$ cat config.mk
export PLATFORM = sky130hd
export DESIGN_NAME = ex_div
export DESIGN_NICKNAME = d
export VERILOG_FILES = /design/src/rtl/ex_div_pkg.sv /design/src/rtl/ex_div_signfix.sv /design/src/rtl/ex_div.sv
export SDC_FILE = /design/constraint.sdc
export NUM_CORES = 1
export LEC_CHECK = 0
export BUFFER_PORTS_ARGS = -buffer_cell sky130_fd_sc_hd__buf_2
export CORE_MARGIN = 5
export CORE_UTILIZATION = 60
export CTS_CLUSTER_DIAMETER = 60
export DETAILED_ROUTE_END_ITERATION = 16
export PLACE_DENSITY = 0.79
export REMOVE_ABC_BUFFERS = 1
export SLEW_MARGIN = 5
export SYNTH_ARGS = -nofsm -noshare
export SYNTH_HDL_FRONTEND = slang
export SYNTH_SLANG_ARGS = --single-unit
$ cat constraint.sdc
create_clock -name clk -period 25.3 [get_ports clk]
set_input_delay 1.265 -clock clk [delete_from_list [all_inputs] [get_ports clk]]
set_output_delay 1.265 -clock clk [all_outputs]
set_load 0.01 [all_outputs]
$ cat src/rtl/ex_div_pkg.sv
// rtl/ex_div_pkg.sv - shared widths, op/state encodings and helpers for the ex_div divider
package ex_div_pkg;

  localparam int DATA_BUS = 64;

  localparam logic [DATA_BUS-1:0] ZERO_DWORD = '0;
  localparam logic [DATA_BUS-1:0] ONES_DWORD = '1;
  localparam logic [DATA_BUS-1:0] WORD_MASK  = 64'h0000_0000_FFFF_FFFF;
  localparam logic [DATA_BUS-1:0] MIN_DWORD  = 64'h8000_0000_0000_0000;
  localparam logic [DATA_BUS-1:0] MIN_WORD   = 64'h0000_0000_8000_0000;

  // Divide-group op encodings as issued by ID/EX
  localparam logic [1:0] DIV_OP_DIV  = 2'b00;
  localparam logic [1:0] DIV_OP_DIVU = 2'b01;
  localparam logic [1:0] DIV_OP_REM  = 2'b10;
  localparam logic [1:0] DIV_OP_REMU = 2'b11;

  // Iteration counts: one quotient bit per CALC cycle
  localparam logic [6:0] ITER_DWORD = 7'd64;
  localparam logic [6:0] ITER_WORD  = 7'd32;

  typedef enum logic [1:0] {
    S_IDLE = 2'b00,
    S_CALC = 2'b01,
    S_FIX  = 2'b10,
    S_DONE = 2'b11
  } div_state_t;

  // Word ops keep only bits [31:0]; the upper half is forced to zero
  function automatic logic [DATA_BUS-1:0] width_mask(input logic [DATA_BUS-1:0] x,
                                                     input logic                word);
    return word ? (x & WORD_MASK) : x;
  endfunction

  function automatic logic is_signed_op(input logic [1:0] op);
    return (op == DIV_OP_DIV) || (op == DIV_OP_REM);
  endfunction

  function automatic logic is_rem_op(input logic [1:0] op);
    return (op == DIV_OP_REM) || (op == DIV_OP_REMU);
  endfunction

  function automatic logic is_unsigned_op(input logic [1:0] op);
    return (op == DIV_OP_DIVU) || (op == DIV_OP_REMU);
  endfunction

endpackage

$ cat src/rtl/ex_div_signfix.sv
// rtl/ex_div_signfix.sv - combinational sign restore and special-case override for ex_div results
module ex_div_signfix
  import ex_div_pkg::*;
(
  input  logic [DATA_BUS-1:0] i_quo,
  input  logic [DATA_BUS-1:0] i_rem,
  input  logic [DATA_BUS-1:0] i_dividend,
  input  logic                i_sign1,
  input  logic                i_sign2,
  input  logic [1:0]          i_op,
  input  logic                i_word,
  input  logic                i_div_zero,
  input  logic                i_ovf,
  output logic [DATA_BUS-1:0] o_res
);

  logic                w_signed;
  logic                w_rem_sel;
  logic [DATA_BUS-1:0] w_quo_s;
  logic [DATA_BUS-1:0] w_rem_s;
  logic [DATA_BUS-1:0] w_sel;

  assign w_signed  = is_signed_op(i_op) && !is_unsigned_op(i_op);
  assign w_rem_sel = is_rem_op(i_op);

  // Restore signs on the magnitudes, then let divide-by-zero / overflow win
  always_comb begin
    w_quo_s = i_quo;
    w_rem_s = i_rem;
    if (w_signed && (i_sign1 ^ i_sign2)) begin
      w_quo_s = ZERO_DWORD - i_quo;
    end
    if (w_signed && i_sign1) begin
      w_rem_s = ZERO_DWORD - i_rem;
    end
    if (i_div_zero) begin
      w_quo_s = ONES_DWORD;
      w_rem_s = i_dividend;
    end else if (i_ovf) begin
      w_quo_s = i_dividend;
      w_rem_s = ZERO_DWORD;
    end
    w_sel = w_rem_sel ? w_rem_s : w_quo_s;
    o_res = width_mask(w_sel, i_word);
  end

endmodule

$ cat src/rtl/ex_div.sv
// rtl/ex_div.sv - iterative radix-2 restoring divider for RV64M DIV/REM groups; option macro EX_DIV_EARLY_OUT_EN
module ex_div
  import ex_div_pkg::*;
(
  input  logic                clk,
  input  logic                rst,
  input  logic                ex_div_valid_i,
  output logic                ex_div_ready_o,
  input  logic [1:0]          ex_div_op_i,
  input  logic                ex_div_inst_word_i,
  input  logic [DATA_BUS-1:0] ex_div_src1_data_i,
  input  logic [DATA_BUS-1:0] ex_div_src2_data_i,
  input  logic                ex_div_flush_i,
  output logic                ex_div_res_valid_o,
  input  logic                ex_div_res_ack_i,
  output logic [DATA_BUS-1:0] ex_div_res_data_o
);

  div_state_t          r_state;
  logic                r_ready;
  logic                r_res_valid;
  logic [DATA_BUS-1:0] r_res_data;
  logic [6:0]          r_cnt;
  logic [1:0]          r_op;
  logic                r_word;
  logic                r_sign1;
  logic                r_sign2;
  logic                r_div_zero;
  logic                r_ovf;
  logic [DATA_BUS-1:0] r_dividend;
  logic [DATA_BUS-1:0] r_divisor;
  logic [DATA_BUS-1:0] r_quo;
  logic [DATA_BUS-1:0] r_rem;

  // Request decode
  logic                w_signed_in;
  logic [DATA_BUS-1:0] w_a;
  logic [DATA_BUS-1:0] w_b;
  logic                w_sign1_in;
  logic                w_sign2_in;
  logic [DATA_BUS-1:0] w_a_mag;
  logic [DATA_BUS-1:0] w_b_mag;
  logic [DATA_BUS-1:0] w_min_neg;
  logic                w_div_zero_in;
  logic                w_ovf_in;
  logic                w_accept;

  // One restoring step
  logic [DATA_BUS:0]   w_rem_sh;
  logic                w_trial_ok;
  logic [DATA_BUS-1:0] w_rem_sub;
  logic [DATA_BUS-1:0] w_rem_nxt;
  logic [DATA_BUS-1:0] w_quo_nxt;

  // Sign-fix inputs and result
  logic [DATA_BUS-1:0] w_sf_dividend;
  logic                w_sf_sign1;
  logic                w_sf_sign2;
  logic [1:0]          w_sf_op;
  logic                w_sf_word;
  logic                w_sf_div_zero;
  logic                w_sf_ovf;
  logic [DATA_BUS-1:0] w_fix_res;

  assign w_signed_in = is_signed_op(ex_div_op_i);
  assign w_a         = width_mask(ex_div_src1_data_i, ex_div_inst_word_i);
  assign w_b         = width_mask(ex_div_src2_data_i, ex_div_inst_word_i);
  assign w_sign1_in  = w_signed_in &&
                       (ex_div_inst_word_i ? ex_div_src1_data_i[31] : ex_div_src1_data_i[63]);
  assign w_sign2_in  = w_signed_in &&
                       (ex_div_inst_word_i ? ex_div_src2_data_i[31] : ex_div_src2_data_i[63]);
  // Magnitudes are taken in the operating width so word ops stay 32-bit
  assign w_a_mag     = w_sign1_in ? width_mask(ZERO_DWORD - w_a, ex_div_inst_word_i) : w_a;
  assign w_b_mag     = w_sign2_in ? width_mask(ZERO_DWORD - w_b, ex_div_inst_word_i) : w_b;
  assign w_min_neg   = ex_div_inst_word_i ? MIN_WORD : MIN_DWORD;
  assign w_div_zero_in = (w_b == ZERO_DWORD);
  assign w_ovf_in    = w_signed_in && (w_a == w_min_neg) &&
                       (w_b == width_mask(ONES_DWORD, ex_div_inst_word_i));
  assign w_accept    = ex_div_valid_i && r_ready;

  // Shift {rem,quo} left one bit and trial-subtract; the 65-bit compare covers the carried-out bit
  assign w_rem_sh   = {r_rem, r_quo[DATA_BUS-1]};
  assign w_trial_ok = (w_rem_sh >= {1'b0, r_divisor});
  assign w_rem_sub  = w_rem_sh[DATA_BUS-1:0] - r_divisor;
  assign w_rem_nxt  = w_trial_ok ? w_rem_sub : w_rem_sh[DATA_BUS-1:0];
  assign w_quo_nxt  = {r_quo[DATA_BUS-2:0], w_trial_ok};

`ifdef EX_DIV_EARLY_OUT_EN
  // In IDLE the sign-fix sees the live request so special cases can finish at accept
  assign w_sf_dividend = (r_state == S_IDLE) ? w_a                : r_dividend;
  assign w_sf_sign1    = (r_state == S_IDLE) ? w_sign1_in         : r_sign1;
  assign w_sf_sign2    = (r_state == S_IDLE) ? w_sign2_in         : r_sign2;
  assign w_sf_op       = (r_state == S_IDLE) ? ex_div_op_i        : r_op;
  assign w_sf_word     = (r_state == S_IDLE) ? ex_div_inst_word_i : r_word;
  assign w_sf_div_zero = (r_state == S_IDLE) ? w_div_zero_in      : r_div_zero;
  assign w_sf_ovf      = (r_state == S_IDLE) ? w_ovf_in           : r_ovf;
`else
  assign w_sf_dividend = r_dividend;
  assign w_sf_sign1    = r_sign1;
  assign w_sf_sign2    = r_sign2;
  assign w_sf_op       = r_op;
  assign w_sf_word     = r_word;
  assign w_sf_div_zero = r_div_zero;
  assign w_sf_ovf      = r_ovf;
`endif

  ex_div_signfix u_signfix (
    .i_quo      (r_quo),
    .i_rem      (r_rem),
    .i_dividend (w_sf_dividend),
    .i_sign1    (w_sf_sign1),
    .i_sign2    (w_sf_sign2),
    .i_op       (w_sf_op),
    .i_word     (w_sf_word),
    .i_div_zero (w_sf_div_zero),
    .i_ovf      (w_sf_ovf),
    .o_res      (w_fix_res)
  );

  // Control FSM with datapath registers; flush beats ack and new requests
  always_ff @(posedge clk or posedge rst) begin
    if (rst) begin
      r_state     <= S_IDLE;
      r_ready     <= 1'b1;
      r_res_valid <= 1'b0;
      r_res_data  <= ZERO_DWORD;
      r_cnt       <= 7'd0;
      r_op        <= DIV_OP_DIV;
      r_word      <= 1'b0;
      r_sign1     <= 1'b0;
      r_sign2     <= 1'b0;
      r_div_zero  <= 1'b0;
      r_ovf       <= 1'b0;
      r_dividend  <= ZERO_DWORD;
      r_divisor   <= ZERO_DWORD;
      r_quo       <= ZERO_DWORD;
      r_rem       <= ZERO_DWORD;
    end else if (ex_div_flush_i) begin
      r_state     <= S_IDLE;
      r_ready     <= 1'b1;
      r_res_valid <= 1'b0;
      r_cnt       <= 7'd0;
    end else begin
      case (r_state)
        S_IDLE: begin
          if (w_accept) begin
            r_op       <= ex_div_op_i;
            r_word     <= ex_div_inst_word_i;
            r_sign1    <= w_sign1_in;
            r_sign2    <= w_sign2_in;
            r_div_zero <= w_div_zero_in;
            r_ovf      <= w_ovf_in;
            r_dividend <= w_a;
            r_divisor  <= w_b_mag;
            r_rem      <= ZERO_DWORD;
            // Word dividends sit in the top half so 32 shifts leave the quotient in [31:0]
            r_quo      <= ex_div_inst_word_i ? {w_a_mag[31:0], 32'h0} : w_a_mag;
            r_cnt      <= ex_div_inst_word_i ? ITER_WORD : ITER_DWORD;
            r_ready    <= 1'b0;
`ifdef EX_DIV_EARLY_OUT_EN
            if (w_div_zero_in || w_ovf_in) begin
              r_state     <= S_DONE;
              r_res_valid <= 1'b1;
              r_res_data  <= w_fix_res;
            end else begin
              r_state <= S_CALC;
            end
`else
            r_state    <= S_CALC;
`endif
          end
        end
        S_CALC: begin
          r_rem <= w_rem_nxt;
          r_quo <= w_quo_nxt;
          r_cnt <= r_cnt - 7'd1;
          if (r_cnt == 7'd1) begin
            r_state <= S_FIX;
          end
        end
        S_FIX: begin
          r_res_data  <= w_fix_res;
          r_res_valid <= 1'b1;
          r_state     <= S_DONE;
        end
        S_DONE: begin
          if (ex_div_res_ack_i) begin
            r_res_valid <= 1'b0;
            r_ready     <= 1'b1;
            r_state     <= S_IDLE;
          end
        end
        default: begin
          r_state <= S_IDLE;
          r_ready <= 1'b1;
        end
      endcase
    end
  end

  assign ex_div_ready_o     = r_ready;
  assign ex_div_res_valid_o = r_res_valid;
  assign ex_div_res_data_o  = r_res_data;

endmodule
==> out/results.tsv, run 1 <==
stage	metric	value	unit
min_path	worst min-delay path category	flop to flop	
sta	Layout Skew	0.0422	ns
placed_design	GPL Wtd Cong	1.02	
power_and_ir_drop	Power Internal	2090	uW
setup_path	worst setup path category	flop to flop	
setup_path	slowest stage delay, CP	0.83	ns
synthesis	mapped cell area	0.0251	mm^2
setup_path	Data required, critical path	25.71	ns
final_layout	Layout Nets	3444	
grt	first-pass GRT wire length	135000	um
grt	GRT Util Overall	36.2	%
sta	fin crit period	4.66	ns
setup_path	reg2reg setup slack	20.64	ns
synthesis	top cells by area, synth	dfrtp_1, o21ai_0, a21oi_1, nand2_1, xnor2_1	
sta	Hold Vio Cnt, Final	0	
synthesis	number of synthesized flops with an enable pin	0	
detailed_routing	Residual DRC	0	
setup_path	Worst Setup End Kind	flop	
final_layout	synthesis-to-finish area growth	10.1	%
floorplan	Ports	202	
setup_path	arrival time worst endpoint	5.07	ns
clock_tree	hold-fix buffers at CTS	0	
power_and_ir_drop	Leakage	0.0117	uW
detailed_routing	WL/cell	22.7	um
power_and_ir_drop	clock share of power	14.9	%
placed_design	DP Wirelength	62800	um
synthesis	Synth top area share	33.5	%
grt	pin count of the biggest net entering global routing	171	
clock_tree	Post-CTS Setup Repair Bufs	0	
sta	hold slack	0.469	ns
synthesis	post-synthesis cell type count	86	
detailed_routing	ANT nets after route	0	
floorplan	Rows	75	
sta	Max Fclk	215	MHz
final_layout	layout cells sized above 1	11.5	%
floorplan	Initial Util	60.3	%
setup_path	R2R cell count	12	
sta	RSZ-0062 raised after global routing	no	
placed_design	# port buffers	201	
clock_tree	CTS Sinks	338	
sta	max_slew headroom	21.1	%
run_status	status	complete, no violations	
setup_path	worst reg2reg path startpoint	r_rem[5]$_DFFE_PP0P_	
sta	TNS Setup	0	ns
clock_tree	total CTS buffers	43	
detailed_routing	vias per cell	6.59	
setup_path	crit-path cells	ha_1 > a21oi_1 > o21ai_0 > a2111oi_0 > a211o_1 > a2bb2oi_1 > a41oi_1 > o31ai_1 > a21oi_4 > buf_4 > a221oi_1 > a21oi_1	
floorplan	core box area	0.0417	mm^2
sta	worst-margin pin slew	1.18	ns
synthesis	Yosys reg bits	338	
clock_tree	CTS tree	built	
synthesis	Mapped Cells	3164	
grt	vias in the first global route	24000	
power_and_ir_drop	switching power	2010	uW
flow_run	Max Cap Violations	0	
clock_tree	H-tree lvl count	2	
setup_path	r2r endpoint	r_rem[45]$_DFFE_PP0P_	
sta	Tcrit/Tclk final	18.4	%
setup_path	cell mode on critical path	a21oi_1	
min_path	hold_sp	ex_div_res_data_o[61]$_DFFE_PP0P_	
synthesis	Synth top cells by count	nand2_1, o21ai_0, dfrtp_1	
power_and_ir_drop	P per Cell Area	148	mW/mm^2
detailed_routing	via count	25100	
sta	Final Setup Violations	0	
synthesis	part of the Yosys area used for sequential elements	33.6	%
setup_path	critical path's slowest cell	o31ai_1	
clock_tree	CTS Buffer Depth	3	
power_and_ir_drop	worst vdd ir	0.0908	mV
final_layout	filler instances	3583	
synthesis	most frequent cell after synthesis	nand2_1	
grt	initial antenna violation count	3	
synthesis	Post-Syn Area per Cell	7.95	um^2
grt	GRT Residual Overflow	0	
synthesis	yosys synthesis warning count	0	
detailed_routing	1st-pass router iterations	6	
synthesis	post-synth top area cell	dfrtp_1	
floorplan	die width	215	um
sta	final slew viol count	0	
power_and_ir_drop	Logic pwr share	58.3	%
setup_path	Critical Path Fanout Max	79	
detailed_routing	Initial DRC Count	3229	
clock_tree	latest clock arrival within the worst-skew pair	0.60	ns
synthesis	top_reg_cell synth	dfrtp_1	
clock_tree	CTS Root Cell	clkbuf_16	
floorplan	DIE HEIGHT	215	um
power_and_ir_drop	Switching Share	49.0	%
min_path	Hold EP	ex_div_res_data_o[61]$_DFFE_PP0P_	
final_layout	Register Area	0.00846	mm^2
synthesis	FFs w/ async S/R, synth	100	%
final_layout	multi-input combinational cell area	0.0155	mm^2
min_path	hold depth	2	
clock_tree	clock-pin slew on the worst setup and hold paths	0.06	ns
clock_tree	Gates resized, CTS repair	0	
detailed_routing	routed wire length	86500	um
power_and_ir_drop	Reg power frac	26.9	%
floorplan	die area	0.0461	mm^2
setup_path	CP Launch Type	flop	
==> through the flow <==
| stage | power (uW) | setup WS (ns) | util [%] | instance area (um^2) | std cells |
|---|---|---|---|---|---|
| final | 4110 | 20.64 | 66.4 | 27700 | 3805 |
| after global routing | 4400 | 20.28 | 66.4 | 27700 | 3805 |
| after CTS | 4040 | 20.71 | 66.4 | 27700 | 3802 |
| after detailed placement | 3420 | 20.34 | 63.1 | 26300 | 3726 |
| after global placement | 3370 | 20.43 | 63.1 | 26300 | 3726 |
| after floorplan | 2730 | 14.67 | - | 24300 | 2953 |
==> cell type report <==
class                   instances  share of cell area [%]
well taps                     539                    2.44
flip-flops and latches        338                    30.6
diodes                          3                  0.0271
clock inverters                16                   0.601
inverters                     113                    1.56
repair buffers                234                    4.62
clock buffers                  60                    4.38
multi-input cells            2502                    55.8
==> flip-flops by register name (all words and copies together), names as in the netlist <==
signal / flops
r_ovf: 1
r_quo: 64
r_divisor: 64
r_op: 2
r_rem: 64
r_sign1: 1
r_dividend: 64
r_state: 2
ex_div_res_valid_o: 1
ex_div_res_data_o: 64
r_sign2: 1
ex_div_ready_o: 1
r_word: 1
r_cnt: 7
r_div_zero: 1
==> routing by layer <==
metal	routed length [um]	vias to the layer above	share of wire [%]	track usage, %
li1	-	11600	-	-
met1	35800	11900	41	50.0
met2	37400	1388	43	53.9
met3	8620	255	10	7.97
met4	4600	0	5.3	18.3
met5	0	-	0	0
==> power groups by stage <==
stage / registers (uW) / clock network [uW] / logic [uW]
after global routing: 1130 / 640 / 2630
after detailed placement: 1090 / 0 / 2330
after floorplan: 1030 / 0 / 1700
after global placement: 1080 / 0 / 2300
after CTS: 1090 / 613 / 2350
final: 1100 / 611 / 2390
==> cell families after synthesis <==
kind of cell             share of synthesized area, %
AO/OA/AOI/OAI                                    26.1
XOR/XNOR                                         10.4
adder cells (fa/ha/maj)                          3.81
buffers and inverters                            5.19
flip-flops                                       33.6
multiplexers                                     2.39
AND/OR/NAND/NOR                                  18.5
==> worst max-delay path by stage <==
stage / from / endpoint / slack [ns]
global route: r_rem[5]$_DFFE_PP0P_ / r_rem[45]$_DFFE_PP0P_ / 20.28
global placement: ex_div_src1_data_i[22] / r_quo[59]$_DFFE_PP0P_ / 20.43
finish: r_rem[5]$_DFFE_PP0P_ / r_rem[45]$_DFFE_PP0P_ / 20.64
floorplan: rst / ex_div_res_data_o[0]$_DFFE_PP0P_ / 14.67
detailed placement: ex_div_src1_data_i[20] / r_quo[59]$_DFFE_PP0P_ / 20.34
CTS: r_rem[6]$_DFFE_PP0P_ / r_rem[45]$_DFFE_PP0P_ / 20.71
==> worst max-delay path, delay by kind of cell, from the launching register on <==
family	cells	cell delay, ns
compound gates	10	3.19
flops	1	0.48
fa+ha+maj	1	0.40
buf+inv	1	0.36
==> placed cells by master, fill, tap and decap left out, drive strengths merged, types with 82 or more instances in the layout <==
cell type	n
nor3	82
nand2	366
nor2	300
inv	115
o21ai	352
buf	234
xnor2	156
a21oi	284
xor2	142
dfrtp	337
Note: power is estimated with default switching activity, not from simulation.
==> run 2: changes to the inputs <==
==> constraint.sdc (replaced) <==
create_clock -name clk -period 4.45 [get_ports clk]
set_input_delay 0.2225 -clock clk [delete_from_list [all_inputs] [get_ports clk]]
set_output_delay 0.2225 -clock clk [all_outputs]
set_load 0.01 [all_outputs]
==> out/results.tsv, run 2 (synthesized netlist as in run 1, its figures left out) <==
stage	metric	value	unit
setup_path	Data required, critical path	4.93	ns
clock_tree	CTS Sinks	338	
placed_design	Cells after DPL	3757	
floorplan	Rows	75	
setup_path	reg2reg setup slack	0.32	ns
final_layout	multi-input combinational cell area	0.0154	mm^2
floorplan	Initial Util	60.3	%
floorplan	core box area	0.0417	mm^2
sta	RSZ-0062 raised after global routing	no	
sta	Hold Vio Cnt, Final	0	
setup_path	cell mode on critical path	or4_4	
grt	GRT Residual Overflow	0	
floorplan	Ports	202	
grt	GRT Util Overall	37.3	%
min_path	hold depth	3	
sta	Layout Skew	0.0462	ns
power_and_ir_drop	Logic pwr share	59.5	%
power_and_ir_drop	Switching Share	49.2	%
setup_path	Critical Path Fanout Max	8	
power_and_ir_drop	clock share of power	14.0	%
flow_run	Max Cap Violations	0	
sta	Tcrit/Tclk final	92.8	%
final_layout	commonest non-fill, non-tap cells in the layout	nand2_1, o21ai_0, dfrtp_1	
run_status	status	complete, no violations	
grt	gr busiest metal	met2	
setup_path	arrival time worst endpoint	4.61	ns
setup_path	critical path's slowest cell	or4_1	
grt	M1 GR Usage	51.3	%
setup_path	R2R cell count	10	
final_layout	filler instances	3427	
final_layout	antenna fix cells	0	
clock_tree	latest clock arrival within the worst-skew pair	0.59	ns
detailed_routing	Residual DRC	0	
final_layout	layout cells sized above 1	11.9	%
grt	met3 global-route usage	7.04	%
min_path	hold_sp	ex_div_src2_data_i[11]	
power_and_ir_drop	Reg power frac	26.5	%
grt	initial antenna violation count	4	
setup_path	slowest stage delay, CP	0.62	ns
setup_path	worst reg2reg path startpoint	r_rem[28]$_DFFE_PP0P_	
detailed_routing	vias per cell	6.65	
detailed_routing	ANT nets after route	0	
setup_path	Worst Setup End Kind	flop	
sta	fin crit period	4.13	ns
sta	Max Fclk	242	MHz
detailed_routing	WL/cell	22.9	um
clock_tree	CTS tree	built	
detailed_routing	via count	26000	
grt	met2 GRT Util	56.9	%
setup_path	worst setup path category	flop to flop	
setup_path	CP Launch Type	flop	
clock_tree	CTS Buffer Depth	3	
power_and_ir_drop	total power	23800	uW
setup_path	crit-path cells	or4_1 > nor4_1 > nor4b_1 > nand2_1 > or4_4 > or4_4 > o41ai_2 > xnor2_1 > a221o_1 > a22o_1	
final_layout	synthesis-to-finish area growth	13.7	%
clock_tree	Gates resized, CTS repair	0	
placed_design	GPL Wtd Cong	1.01	
grt	pin count of the biggest net entering global routing	105	
detailed_routing	1st-pass router iterations	6	
sta	hold slack	0.0180	ns
detailed_routing	routed wire length	89500	um
floorplan	die area	0.0461	mm^2
min_path	worst min-delay path category	primary input to flop	
final_layout	Layout Nets	3541	
power_and_ir_drop	worst vdd ir	0.344	mV
final_layout	Layout Cells excl Fill	3900	
power_and_ir_drop	Leakage	0.0122	uW
grt	vias in the first global route	24400	
min_path	Hold EP	r_divisor[11]$_DFFE_PP0P_	
floorplan	DIE HEIGHT	215	um
power_and_ir_drop	Power Internal	12100	uW
floorplan	die width	215	um
final_layout	commonest non-fill, non-tap cell in the layout	nand2_1	
grt	first-pass GRT wire length	138000	um
clock_tree	CTS Root Cell	clkbuf_16	
sta	max_slew headroom	32.6	%
power_and_ir_drop	P per Cell Area	833	mW/mm^2
clock_tree	total CTS buffers	41	
detailed_routing	Initial DRC Count	3359	
clock_tree	clock-pin slew on the worst setup and hold paths	0.06	ns
sta	final slew viol count	0	
power_and_ir_drop	switching power	11700	uW
sta	worst-margin pin slew	1.01	ns
final_layout	Register Area	0.00846	mm^2
clock_tree	H-tree lvl count	2	
setup_path	r2r endpoint	ex_div_res_data_o[63]$_DFFE_PP0P_	
placed_design	DP Wirelength	65000	um
final_layout	Final Util	68.6	%
sta	Final Setup Violations	0	
placed_design	# port buffers	201	
## run 2: changes by cell type in the layout (fill, tap and decap cells not counted), moves of 2 or more
cell | previous run | this run
buf_4 | 31 | 57
buf_12 | 2 | 7
clkbuf_16 | 44 | 41
clkbuf_8 | 5 | 7
clkinv_4 | 0 | 2
diode_2 | 3 | 0
dlygate4sd3_1 | 0 | 68
## run 2: power groups by stage
| stage | sequential [uW] | clock, uW | combinational [uW] |
|---|---|---|---|
| floorplan | 5860 | 0 | 9680 |
| global placement | 6140 | 0 | 13400 |
| detailed placement | 6250 | 0 | 13700 |
| CTS | 6210 | 3350 | 13800 |
| global route | 6470 | 3510 | 15500 |
| finish | 6310 | 3340 | 14200 |
## run 2: final cells by class
type / count / share of cell area (%)
Clock inverter: 15 / 0.534
Clock buffer: 60 / 4.08
Multi-Input combinational cell: 2502 / 54.0
Tap cell: 539 / 2.36
Inverter: 113 / 1.51
Sequential cell: 338 / 29.6
Timing Repair Buffer: 333 / 7.89
## run 2: stage by stage
stage / worst slack [ns] / area (um^2) / TNS [ns]
floorplan: -5.14 / 24300 / -2299.81
global placement: 0.368 / 26600 / 0
detailed placement: 0.355 / 26600 / 0
CTS: 0.352 / 28600 / 0
global route: 0.0819 / 28600 / 0
finish: 0.321 / 28600 / 0
## run 2: worst max-delay path by stage
stage	from	to	slack, ns	cells after the start
floorplan	rst	ex_div_res_data_o[0]$_DFFE_PP0P_	-5.14	1
global placement	r_rem[28]$_DFFE_PP0P_	ex_div_res_data_o[63]$_DFFE_PP0P_	0.37	10
detailed placement	r_rem[12]$_DFFE_PP0P_	ex_div_res_data_o[63]$_DFFE_PP0P_	0.36	10
CTS	r_rem[12]$_DFFE_PP0P_	ex_div_res_data_o[63]$_DFFE_PP0P_	0.35	10
global route	r_rem[28]$_DFFE_PP0P_	ex_div_res_data_o[63]$_DFFE_PP0P_	0.08	10
finish	r_rem[28]$_DFFE_PP0P_	ex_div_res_data_o[63]$_DFFE_PP0P_	0.32	10
## run 2: critical path, delay by kind of cell, from the launching register on
family                    cells  cell delay [ns]
DFF                           1             0.46
xor gates and xnor gates      1             0.10
AOI/OAI and AO/OA             3             0.84
and+or+nand+nor               6             2.65
## run 2: routing by layer
layer,vias up,routed length [um]
met5,-,46
li1,11800,-
met1,12200,36300
met4,8,5270
met3,311,9070
met2,1615,38800
## run 2: what timing repair did
action	in CTS	in global routing
setup endpoints to repair	0	0
hold buffers	68	0
buffers inserted	0	0
hold endpoints to repair	157	0
